[config.mk]
export PLATFORM = sky130hd
export DESIGN_NAME = sdio_dev_cmd
export DESIGN_NICKNAME = d
export VERILOG_FILES = /design/src/rtl/sdio_dev_cmd.sv
export SDC_FILE = /design/constraint.sdc
export NUM_CORES = 1
export LEC_CHECK = 0
export BUFFER_PORTS_ARGS = -buffer_cell sky130_fd_sc_hd__buf_2
export CAP_MARGIN = 20
export CORE_AREA = 2 2 221 201
export CTS_CLUSTER_DIAMETER = 200
export CTS_CLUSTER_SIZE = 16
export DETAILED_ROUTE_END_ITERATION = 8
export DIE_AREA = 0 0 223 203
export SYNTH_ARGS = -nofsm -noshare
export SYNTH_HDL_FRONTEND = slang
export SYNTH_SLANG_ARGS = --single-unit
[constraint.sdc]
create_clock -name sd_clk -period 2.2 [get_ports sd_clk]
set_input_delay 0.11 -clock sd_clk [delete_from_list [all_inputs] [get_ports sd_clk]]
set_output_delay 0.11 -clock sd_clk [all_outputs]
set_load 0.02 [all_outputs]
[src/rtl/sdio_dev_cmd.sv]
// Device-side SD command engine: receives and checks host command frames on CMD,
// then serialises the device's R48/R136 response and R48b busy on DAT0.
module sdio_dev_cmd #(
  parameter int NCR        = 2,
  parameter int RESP_TMOUT = 64
) (
  input  logic         sd_clk,
  input  logic         rstn,
  input  logic         sd_rst,
  input  logic         cmd_i,
  output logic         cmd_o,
  output logic         cmd_oe,
  output logic         dat0_o,
  output logic         dat0_oe,
  output logic         cmd_valid,
  output logic [5:0]   cmd_index_o,
  output logic [31:0]  cmd_arg_o,
  output logic         cmd_crc_err_event,
  output logic         cmd_end_err_event,
  input  logic         resp_start,
  input  logic [1:0]   resp_type,
  input  logic [5:0]   resp_index,
  input  logic [119:0] resp_data,
  input  logic         busy_i,
  output logic         resp_done,
  output logic         resp_tmout_event,
  output logic         dev_busy,
  output logic [3:0]   fsm_st
);

  localparam int WMAX = (NCR > RESP_TMOUT) ? NCR : RESP_TMOUT;
  localparam int WW   = $clog2(WMAX + 2);

  typedef enum logic [3:0] {
    IDLE, RX_TRANS, RX_INDEX, RX_ARG, RX_CRC, RX_END, RESP_WAIT,
    TX_START, TX_TRANS, TX_INDEX, TX_ARG, TX_CRC, TX_END, TX_BUSY
  } state_t;

  typedef enum logic [1:0] {
    RT_NONE = 2'b00,
    RT_R136 = 2'b01,
    RT_R48  = 2'b10,
    RT_R48B = 2'b11
  } resp_t;

  typedef enum logic [1:0] {BSY_ENTER, BSY_LOW, BSY_HIGH} busy_ph_t;

  typedef struct packed {
    state_t        st;
    busy_ph_t      ph;
    logic [6:0]    cnt;
    logic [WW-1:0] wcnt;
    logic [6:0]    crc;
    logic [6:0]    rx_crc;
    logic [5:0]    rx_idx;
    logic [31:0]   rx_arg;
    resp_t         tx_type;
    logic [5:0]    tx_idx;
    logic [119:0]  tx_data;
    logic          cmd_o;
    logic          cmd_oe;
    logic          dat0_o;
    logic          dat0_oe;
    logic          cmd_valid;
    logic [5:0]    cmd_index;
    logic [31:0]   cmd_arg;
    logic          crc_err;
    logic          end_err;
    logic          resp_done;
    logic          tmout;
    logic          dev_busy;
  } regs_t;

  function automatic regs_t regs_rst();
    regs_t r;
    r        = '0;
    r.st     = IDLE;
    r.cmd_o  = 1'b1;
    r.dat0_o = 1'b1;
    return r;
  endfunction

  // Serial CRC7, G(x) = x^7 + x^3 + 1.
  function automatic logic [6:0] crc7_next(input logic [6:0] crc, input logic din);
    logic fb;
    fb = crc[6] ^ din;
    return {crc[5:3], crc[2] ^ fb, crc[1:0], fb};
  endfunction

  regs_t regs_q, regs_d;

  always_comb begin
    // NOTE: blocking assignments in combinational logic; every field starts from
    // its held value or a default, so no path leaves a latch behind.
    regs_d           = regs_q;
    regs_d.cmd_o     = 1'b1;
    regs_d.cmd_oe    = 1'b0;
    regs_d.dat0_o    = 1'b1;
    regs_d.dat0_oe   = 1'b0;
    regs_d.cmd_valid = 1'b0;
    regs_d.crc_err   = 1'b0;
    regs_d.end_err   = 1'b0;
    regs_d.resp_done = 1'b0;
    regs_d.tmout     = 1'b0;
    regs_d.dev_busy  = 1'b0;

    unique case (regs_q.st)
      IDLE: begin
        if (!cmd_i) begin
          regs_d.st  = RX_TRANS;
          regs_d.crc = '0;
        end
      end
      RX_TRANS: begin
        regs_d.crc = crc7_next(regs_q.crc, cmd_i);
        regs_d.cnt = 7'd5;
        regs_d.st  = cmd_i ? RX_INDEX : IDLE;
      end
      RX_INDEX: begin
        regs_d.crc    = crc7_next(regs_q.crc, cmd_i);
        regs_d.rx_idx = {regs_q.rx_idx[4:0], cmd_i};
        regs_d.cnt    = regs_q.cnt - 7'd1;
        if (regs_q.cnt == '0) begin
          regs_d.cnt = 7'd31;
          regs_d.st  = RX_ARG;
        end
      end
      RX_ARG: begin
        regs_d.crc    = crc7_next(regs_q.crc, cmd_i);
        regs_d.rx_arg = {regs_q.rx_arg[30:0], cmd_i};
        regs_d.cnt    = regs_q.cnt - 7'd1;
        if (regs_q.cnt == '0) begin
          regs_d.cnt = 7'd6;
          regs_d.st  = RX_CRC;
        end
      end
      RX_CRC: begin
        regs_d.rx_crc = {regs_q.rx_crc[5:0], cmd_i};
        regs_d.cnt    = regs_q.cnt - 7'd1;
        if (regs_q.cnt == '0) regs_d.st = RX_END;
      end
      RX_END: begin
        if (regs_q.rx_crc != regs_q.crc) begin
          regs_d.crc_err = 1'b1;
          regs_d.st      = IDLE;
        end else if (!cmd_i) begin
          regs_d.end_err = 1'b1;
          regs_d.st      = IDLE;
        end else begin
          regs_d.cmd_valid = 1'b1;
          regs_d.cmd_index = regs_q.rx_idx;
          regs_d.cmd_arg   = regs_q.rx_arg;
          regs_d.wcnt      = WW'(1);
          regs_d.st        = RESP_WAIT;
        end
      end
      RESP_WAIT: begin
        // wcnt holds the number of the edge being evaluated, counted from the end bit.
        regs_d.wcnt = regs_q.wcnt + WW'(1);
        if (!cmd_i) begin
          regs_d.st  = RX_TRANS;
          regs_d.crc = '0;
        end else if (resp_start) begin
          regs_d.tx_type = resp_t'(resp_type);
          regs_d.tx_idx  = (resp_t'(resp_type) == RT_R136) ? 6'h3F : resp_index;
          regs_d.tx_data = (resp_t'(resp_type) == RT_R136) ? resp_data
                                                           : {resp_data[31:0], 88'd0};
          if (resp_t'(resp_type) == RT_NONE) begin
            regs_d.resp_done = 1'b1;
            regs_d.st        = IDLE;
          end else begin
            regs_d.st = TX_START;
          end
        end else if (regs_q.wcnt == WW'(RESP_TMOUT)) begin
          regs_d.tmout = 1'b1;
          regs_d.st    = IDLE;
        end
      end
      TX_START: begin
        if (regs_q.wcnt >= WW'(NCR)) begin
          regs_d.cmd_o  = 1'b0;
          regs_d.cmd_oe = 1'b1;
          regs_d.crc    = '0;
          regs_d.st     = TX_TRANS;
        end else begin
          regs_d.wcnt = regs_q.wcnt + WW'(1);
        end
      end
      TX_TRANS: begin
        regs_d.cmd_o  = 1'b0;
        regs_d.cmd_oe = 1'b1;
        regs_d.cnt    = 7'd5;
        regs_d.st     = TX_INDEX;
      end
      TX_INDEX: begin
        regs_d.cmd_o  = regs_q.tx_idx[5];
        regs_d.cmd_oe = 1'b1;
        regs_d.tx_idx = {regs_q.tx_idx[4:0], 1'b0};
        // R136 CRC covers only the payload, so the header leaves it at zero.
        if (regs_q.tx_type != RT_R136) regs_d.crc = crc7_next(regs_q.crc, regs_q.tx_idx[5]);
        regs_d.cnt = regs_q.cnt - 7'd1;
        if (regs_q.cnt == '0) begin
          regs_d.cnt = (regs_q.tx_type == RT_R136) ? 7'd119 : 7'd31;
          regs_d.st  = TX_ARG;
        end
      end
      TX_ARG: begin
        regs_d.cmd_o   = regs_q.tx_data[119];
        regs_d.cmd_oe  = 1'b1;
        regs_d.tx_data = {regs_q.tx_data[118:0], 1'b0};
        regs_d.crc     = crc7_next(regs_q.crc, regs_q.tx_data[119]);
        regs_d.cnt     = regs_q.cnt - 7'd1;
        if (regs_q.cnt == '0) begin
          regs_d.cnt = 7'd6;
          regs_d.st  = TX_CRC;
        end
      end
      TX_CRC: begin
        regs_d.cmd_o  = regs_q.crc[6];
        regs_d.cmd_oe = 1'b1;
        regs_d.crc    = {regs_q.crc[5:0], 1'b0};
        regs_d.cnt    = regs_q.cnt - 7'd1;
        if (regs_q.cnt == '0) regs_d.st = TX_END;
      end
      TX_END: begin
        regs_d.cmd_o  = 1'b1;
        regs_d.cmd_oe = 1'b1;
        regs_d.ph     = BSY_ENTER;
        regs_d.st     = TX_BUSY;
      end
      TX_BUSY: begin
        unique case (regs_q.ph)
          BSY_ENTER: begin
            if (regs_q.tx_type == RT_R48B) begin
              regs_d.dat0_o  = 1'b0;
              regs_d.dat0_oe = 1'b1;
              regs_d.ph      = BSY_LOW;
            end else begin
              regs_d.resp_done = 1'b1;
              regs_d.st        = IDLE;
            end
          end
          BSY_LOW: begin
            regs_d.dat0_oe = 1'b1;
            if (busy_i) begin
              regs_d.dat0_o = 1'b0;
            end else begin
              regs_d.dat0_o    = 1'b1;
              regs_d.resp_done = 1'b1;
              regs_d.ph        = BSY_HIGH;
            end
          end
          default: regs_d.st = IDLE;
        endcase
      end
      default: regs_d.st = IDLE;
    endcase

    if (sd_rst) regs_d = regs_rst();
    regs_d.dev_busy = (regs_d.st != IDLE);
  end

  // NOTE: non-blocking assignments for state; every register, including the
  // response shadow, takes the same value on rstn and on sd_rst.
  always_ff @(posedge sd_clk or negedge rstn) begin
    if (!rstn) regs_q <= regs_rst();
    else       regs_q <= regs_d;
  end

  assign cmd_o             = regs_q.cmd_o;
  assign cmd_oe            = regs_q.cmd_oe;
  assign dat0_o            = regs_q.dat0_o;
  assign dat0_oe           = regs_q.dat0_oe;
  assign cmd_valid         = regs_q.cmd_valid;
  assign cmd_index_o       = regs_q.cmd_index;
  assign cmd_arg_o         = regs_q.cmd_arg;
  assign cmd_crc_err_event = regs_q.crc_err;
  assign cmd_end_err_event = regs_q.end_err;
  assign resp_done         = regs_q.resp_done;
  assign resp_tmout_event  = regs_q.tmout;
  assign dev_busy          = regs_q.dev_busy;
  assign fsm_st            = regs_q.st;

endmodule

After elaboration in Yosys (flattened, before gate mapping)
Cells that the tools add are included.
{ "op_classes": {"addsub": 2, "magnitude_cmp": 1, "eq_ne": 32, "n_mux": 67, "bitwise": 6, "n_reduce_logical": 30} }
{ "ops": {"columns": ["op", "n"], "rows": [
  ["$mux W128", 2],
  ["$mux W248", 1],
  ["$pmux W120 S2", 1],
  ["$mux W120", 1],
  ["$mux W39", 2],
  ["$mux W7", 11],
  ["$pmux W4 S14", 1],
  ["$mux W4", 13],
  ["$pmux W7 S6", 1],
  ["$mux W41", 1],
  ["$pmux W7 S5", 1],
  ["$mux W32", 1],
  ["$eq A4 B4 Y1 const B", 6],
  ["$ne A3 B3 Y1 const B", 8],
  ["$pmux W7 S3", 1],
  ["$eq A4 B3 Y1 const B", 4],
  ["$mux W2", 8],
  ["$reduce_bool A2 Y1", 7],
  ["$mux W6", 2],
  ["$pmux W2 S2", 3],
  ["$pmux W2 S6", 1],
  ["$pmux W6 S2", 1],
  ["$reduce_and A3 Y1", 4],
  ["$reduce_and A4 Y1", 3],
  ["27 further kinds", 54]
]} }
{ "totals": {"reg_bits": 248, "input_bits": 134, "out_inout_bits": 52, "wordCells": 161} }

Depth between registers and ports, before layout
{ "depth": {"ltp_word": 7, "mapped_depth": 10, "ltp_nobuf": 8} }

Least setup slack after synthesis
Ideal clock, no wire load.
{ "synth_path": {"path_type": "register to register", "startpoint": "register regs_q[235] in the netlist's numbering", "endpoint": "register regs_q (netlist bit dev_busy)", "setup_time_ns": 0.131, "arrival_ns": 2.260, "required_time_ns": 2.069, "path_slack_ns": -0.192, "stages_incl_launch_ff": 8, "n_path_buf": 0, "period_less_slack_ns": 2.392, "path_cell_list": "dfrtp_1 -> inv_1 -> ha_1 -> or3b_4 -> nor4_2 -> nor4_1 -> or4_4 -> or3_1"} }
{ "synth_via": {"elab_chain_len": 5, "elab_cells_between_ends": 10, "cone_classes": "mux (8); reduce/logical (2)"} }
{ "synth_lines": {"columns": ["item", "line_no", "source"], "rows": [
  ["start, declared", "90", "regs_t regs_q, regs_d;"],
  ["start signal, assigned", "266", "if (!rstn) regs_q <= regs_rst();"],
  ["start signal, assigned", "267", "else regs_q <= regs_d;"],
  ["$logic_not A7 Y1 (*)", null, null],
  ["$mux W4, or another cell as far along", "223", "if (regs_q.cnt == '0) regs_d.st = TX_END;"],
  ["$pmux W4 S14 (*)", "107", "unique case (regs_q.st)"],
  ["$mux W248 (*)", "259", "if (sd_rst) regs_d = regs_rst();"],
  ["named net regs_d[244]", "90", null],
  ["$reduce_bool A4 Y1 (*)", "260", "regs_d.dev_busy = (regs_d.st != IDLE);"],
  ["named net regs_d[0]", "90", null]
]} }
The timed path passes the listed nets; every way through them passes the cells marked *.
A chain may end at the register's enable or synchronous reset.

Worst setup path in the final report
{ "layout_path": {"startpoint": "register regs_q[230] in the netlist's numbering", "endpoint": "register regs_q (netlist bit dev_busy)"} }
{ "layout_via": {"elab_chain_len": 7, "elab_cells_between_ends": 9, "cone_classes": "order compare (1); eq/ne (1); mux (6); reduce/logical (1)"} }
{ "layout_lines": {"columns": ["item", "line_no"], "rows": [
  ["parallel branches: the longest is 4 deep, another holds $ge A7 B2 Y1", null],
  ["$pmux W4 S14 (*)", "107"],
  ["$mux W248 (*)", "259"],
  ["named net regs_d[244]", "90"],
  ["$reduce_bool A4 Y1 (*)", "260"],
  ["named net regs_d[0]", "90"]
]} }
Mark *: on every way through the listed nets, which the timed path passes.

==> summary.md <==
| Metric | Value |
|---|---|
| Number of max-cap violations | 0 |
| Simple-gate portion of the synthesized area | ~22% |
| First-pass iteration count of the detailed router | 5 |
| Count of buffers from port buffering | 185 |
| Synth cell types | 64 |
| Drt initial violations | 950 |
| Power per Cell Area | between 500 and 600 nW/um^2 |
| P_leak | approximately 0.0067 uW |
| Area of the die | between 40000 and 50000 um^2 |
| Final period util | 103% |
| Vias in the first global route | around 11000 |
| Maximum number of pins on one net before global-route repair | approximately 120 |
| Status | finished, violations left |
| Main combinational cell family by area after synthesis | simple AND/OR/NAND/NOR gates |
| Vias per std cell | ~5 |
| Max-slew violation count | 0 |
| Register area share after synthesis | between 40% and 50% |
| Total of fill cells in the finished design | ~4400 |
| Routed wire length | between 30000 and 40000 um |
| Final standard cell area without fillers | about 16000 um^2 |
| Number of synthesized flops with an enable pin | 0 |
| Clock Tree Root | clkbuf_16 |
| Sequential standard cell area | 6210 um^2 |
| VDD IR-drop max | 0.416 mV |
| Compound-Gate Fraction of Synth Area | between 10% and 20% |
| Clock latency on the worst-skew pair | ~0.51 ns |
| Unrepaired setup endpoints after global routing | yes |
| Synth Cell Area | about 13000 um^2 |
| Number of non-filler instances in the completed layout | around 2300 |
| Top area cells in the synthesized netlist | dfrtp_1 (48%), a21oi_1 (12%), nand2_1 (9.7%) |
| Via count | 11500 |
| HPWL after detailed placement | 23600 um |
| Type of the tightest min-delay check | input pin to flip-flop |
| GRT Resource Usage Total | around 15% |
| Global-route wire length before repair | between 50000 and 60000 um |
| Effective utilization at floorplan | between 20 and 30% |
| Endpoint, Worst Hold | regs_q[104] |
| Total overflow reported by the global router | 0 |
| Worst hold stages | 5 |
| Maximum achievable frequency | 0.440 GHz |
| Mapped Nets | ~1700 |
| Worst Slack Setup Final | -0.0702 ns |
| Die X | roughly 220 um |
| CP startpoint kind | flip-flop |
| Count of endpoints failing hold in the final timing report | 0 |
| Syn avg cell area | approximately 8.3 um^2 |
| Final-stage net count | between 1500 and 2000 |
| Measured slew at the worst slew-check pin | ~0.98 ns |
| Setup Skew | about 0.013 ns |
| RePlAce Congestion | about 0.87 |
| Multi-input logic area | slightly below 6000 um^2 |
| Commonest cells in the synthesized netlist | nand2_1 (329), a21oi_1 (312), dfrtp_1 (246) |
| Area inside the core boundary | around 43000 um^2 |
| Headroom to the max-slew limit | a little over a third |
| Final worst path period need | between 2 and 2.5 ns |
| Worst Path Class, Setup | flip-flop to flip-flop |
| Overall power | ~9400 uW |
| Syn Inst Count | around 1500 |
| Arrival time of data at the critical path endpoint | around 2.7 ns |
| Clk sinks | around 250 |
| Post-synthesis share of cell area spent on xor and xnor gates | around 1.3% |
| Detail-routed net length per standard cell | 15.2 um |
| Worst path required time | roughly 2.6 ns |
| Post-synthesis share of cell area spent on full adders, half adders and majority gates | 0.391% |
| R2r endpoint | dev_busy |
| Number of buffers on the longest clock path | 3 |
| CTS HTree Levels | 1 |
| N_diodes | 0 |
| Most numerous cell in the Yosys netlist | nand2_1 |
| CTS clock-pin slew for the worst setup and hold paths | approximately 0.080 ns |
| Post-synthesis sequential element count | between 200 and 250 |
| RR Startpoint | regs_q[230] |
| Area fraction of the dominant cell type after synthesis | approximately 48% |
| Number of antenna violations at the first check in global routing | 4 |
| Leading area contributor after synthesis | dfrtp_1 |
| Die height | a little over 200 um |
| Hold Startpoint | resp_data[56] |
| CTS Buf Count | 19 |
| Kind of capture point of the worst setup path | flip-flop |
| Worst reg-to-reg path cell count | 6 |
| Reg2reg setup slack | -0.07 ns |
| Synthesis-to-finish area growth | 23.2% |
| Site row count | a little over 70 |
| Main flop type after synthesis | dfrtp_1 |
| Synth warnings | 0 |
| Clock tree from TritonCTS | built |
| Number of placed instances, taps included | 2218 |
| Antenna viol nets, final | 0 |
| Instance area after placement | between 10000 and 15000 um^2 |
| Violations in the final reports | setup timing |
| Share of final-layout standard cells stronger than drive strength 1 | between 20% and 30% |
| Async SR Flop Fraction | between 90% and 100% |
| DRC viols | 0 |
| Final count of negative-setup-slack endpoints | 3 |
| CP max FO | 2 |
| Number of top-level pins | between 150 and 200 |
| Mux contribution to synthesized area | a little over 3% |
## layout by cell type, fill, tap and decap left out, types with 6 or more instances in the layout
| cell | count |
|---|---|
| clkbuf_16 | 20 |
| clkbuf_1 | 6 |
| buf_4 | 85 |
| nor2_1 | 134 |
| a21oi_1 | 310 |
| nor3_1 | 28 |
| buf_2 | 183 |
| mux2i_1 | 39 |
| inv_1 | 7 |
| dlygate4sd3_1 | 41 |
| or3_1 | 6 |
| xnor2_1 | 15 |
| a22o_1 | 6 |
| dfrtp_1 | 244 |
| nand3_1 | 95 |
| buf_12 | 20 |
| o21ai_0 | 12 |
| nand2_1 | 329 |
| o211ai_1 | 34 |
## worst max-delay path by stage
stage / start / to / cells after the start
after floorplan: regs_q[235] / dev_busy / 7
after global placement: regs_q[235] / dev_busy / 7
after detailed placement: regs_q[235] / dev_busy / 7
after CTS: regs_q[230] / dev_busy / 6
after global routing: regs_q[230] / dev_busy / 6
final: regs_q[230] / dev_busy / 6
## layout make-up
| class | instances | area share [%] |
|---|---|---|
| inverters | 9 | 0.214 |
| flip-flops and latches | 248 | 39.4 |
| well taps | 555 | 4.41 |
| multi-input cells | 1117 | 37.0 |
| clock inverters | 1 | 0.0556 |
| repair buffers | 336 | 15.7 |
| clock buffers | 25 | 3.16 |
## repair_timing
item | 4_1_cts | 5_1_grt
endpoints found under the hold margin | 118 | 0
setup buffers | 3 | 2
gates resized for setup | 13 | 24
setup endpoints to repair | 16 | 122
gates cloned | 0 | 1
hold buffers | 41 | 0
pin swaps | 8 | 3
## logic make-up (layout without fill, tap and decap cells)
family	count (synthesis)	after routing
buffers and inverters	182	371
multiplexers	39	39
AND/OR/NAND/NOR	652	652
adder cells (fa/ha/maj)	4	4
XOR/XNOR	19	19
AO/OA/AOI/OAI	403	403
flip-flops	248	248
## report_power, final
part	internal [uW]	leakage (uW)	switching [uW]
clock network	1590	0.000246	1630
registers	4620	0.00345	86.6
logic	689	0.00304	791
total	6890	0.00674	2510
## metrics by stage
step,setup WS (ns),setup TNS [ns],hold WS (ns),utilization (%)
2_1_floorplan,-0.0997,-0.126,-0.186,-
3_3_place_gp,-0.227,-0.763,0.152,34.2
3_5_place_dp,-0.254,-1.23,0.147,34.2
4_1_cts,-0.0511,-0.110,0.00190,36.5
5_1_grt,-0.115,-0.852,0.0234,36.8
6_report,-0.0702,-0.104,0.0145,36.8
## worst max-delay path: stages (launching register included)
cell and delay (ns):
dfrtp_1 0.38, or4_4 0.56, nor2_4 0.11, o31a_2 0.12, nor3b_1 0.05, or4_4 0.55
or3_4 0.38
## metal layers
metal	vias to the layer above	global-route usage, %	share of wire, %
met5	-	0	0.14
met4	8	3.02	1.7
met3	45	3.11	5.9
met2	311	24.3	45
met1	5531	21.8	47
li1	5591	-	-
## flip-flops by register name, summed over array words and instances (netlist names)
signal,cells
cmd_crc_err_event,1
cmd_valid,1
cmd_o,1
cmd_index_o,6
dat0_o,1
resp_done,1
fsm_st,4
cmd_arg_o,32
regs_q,196
resp_tmout_event,1
dev_busy,1
cmd_end_err_event,1
cmd_oe,1
dat0_oe,1
No activity file was read; power rests on OpenSTA's default activity.
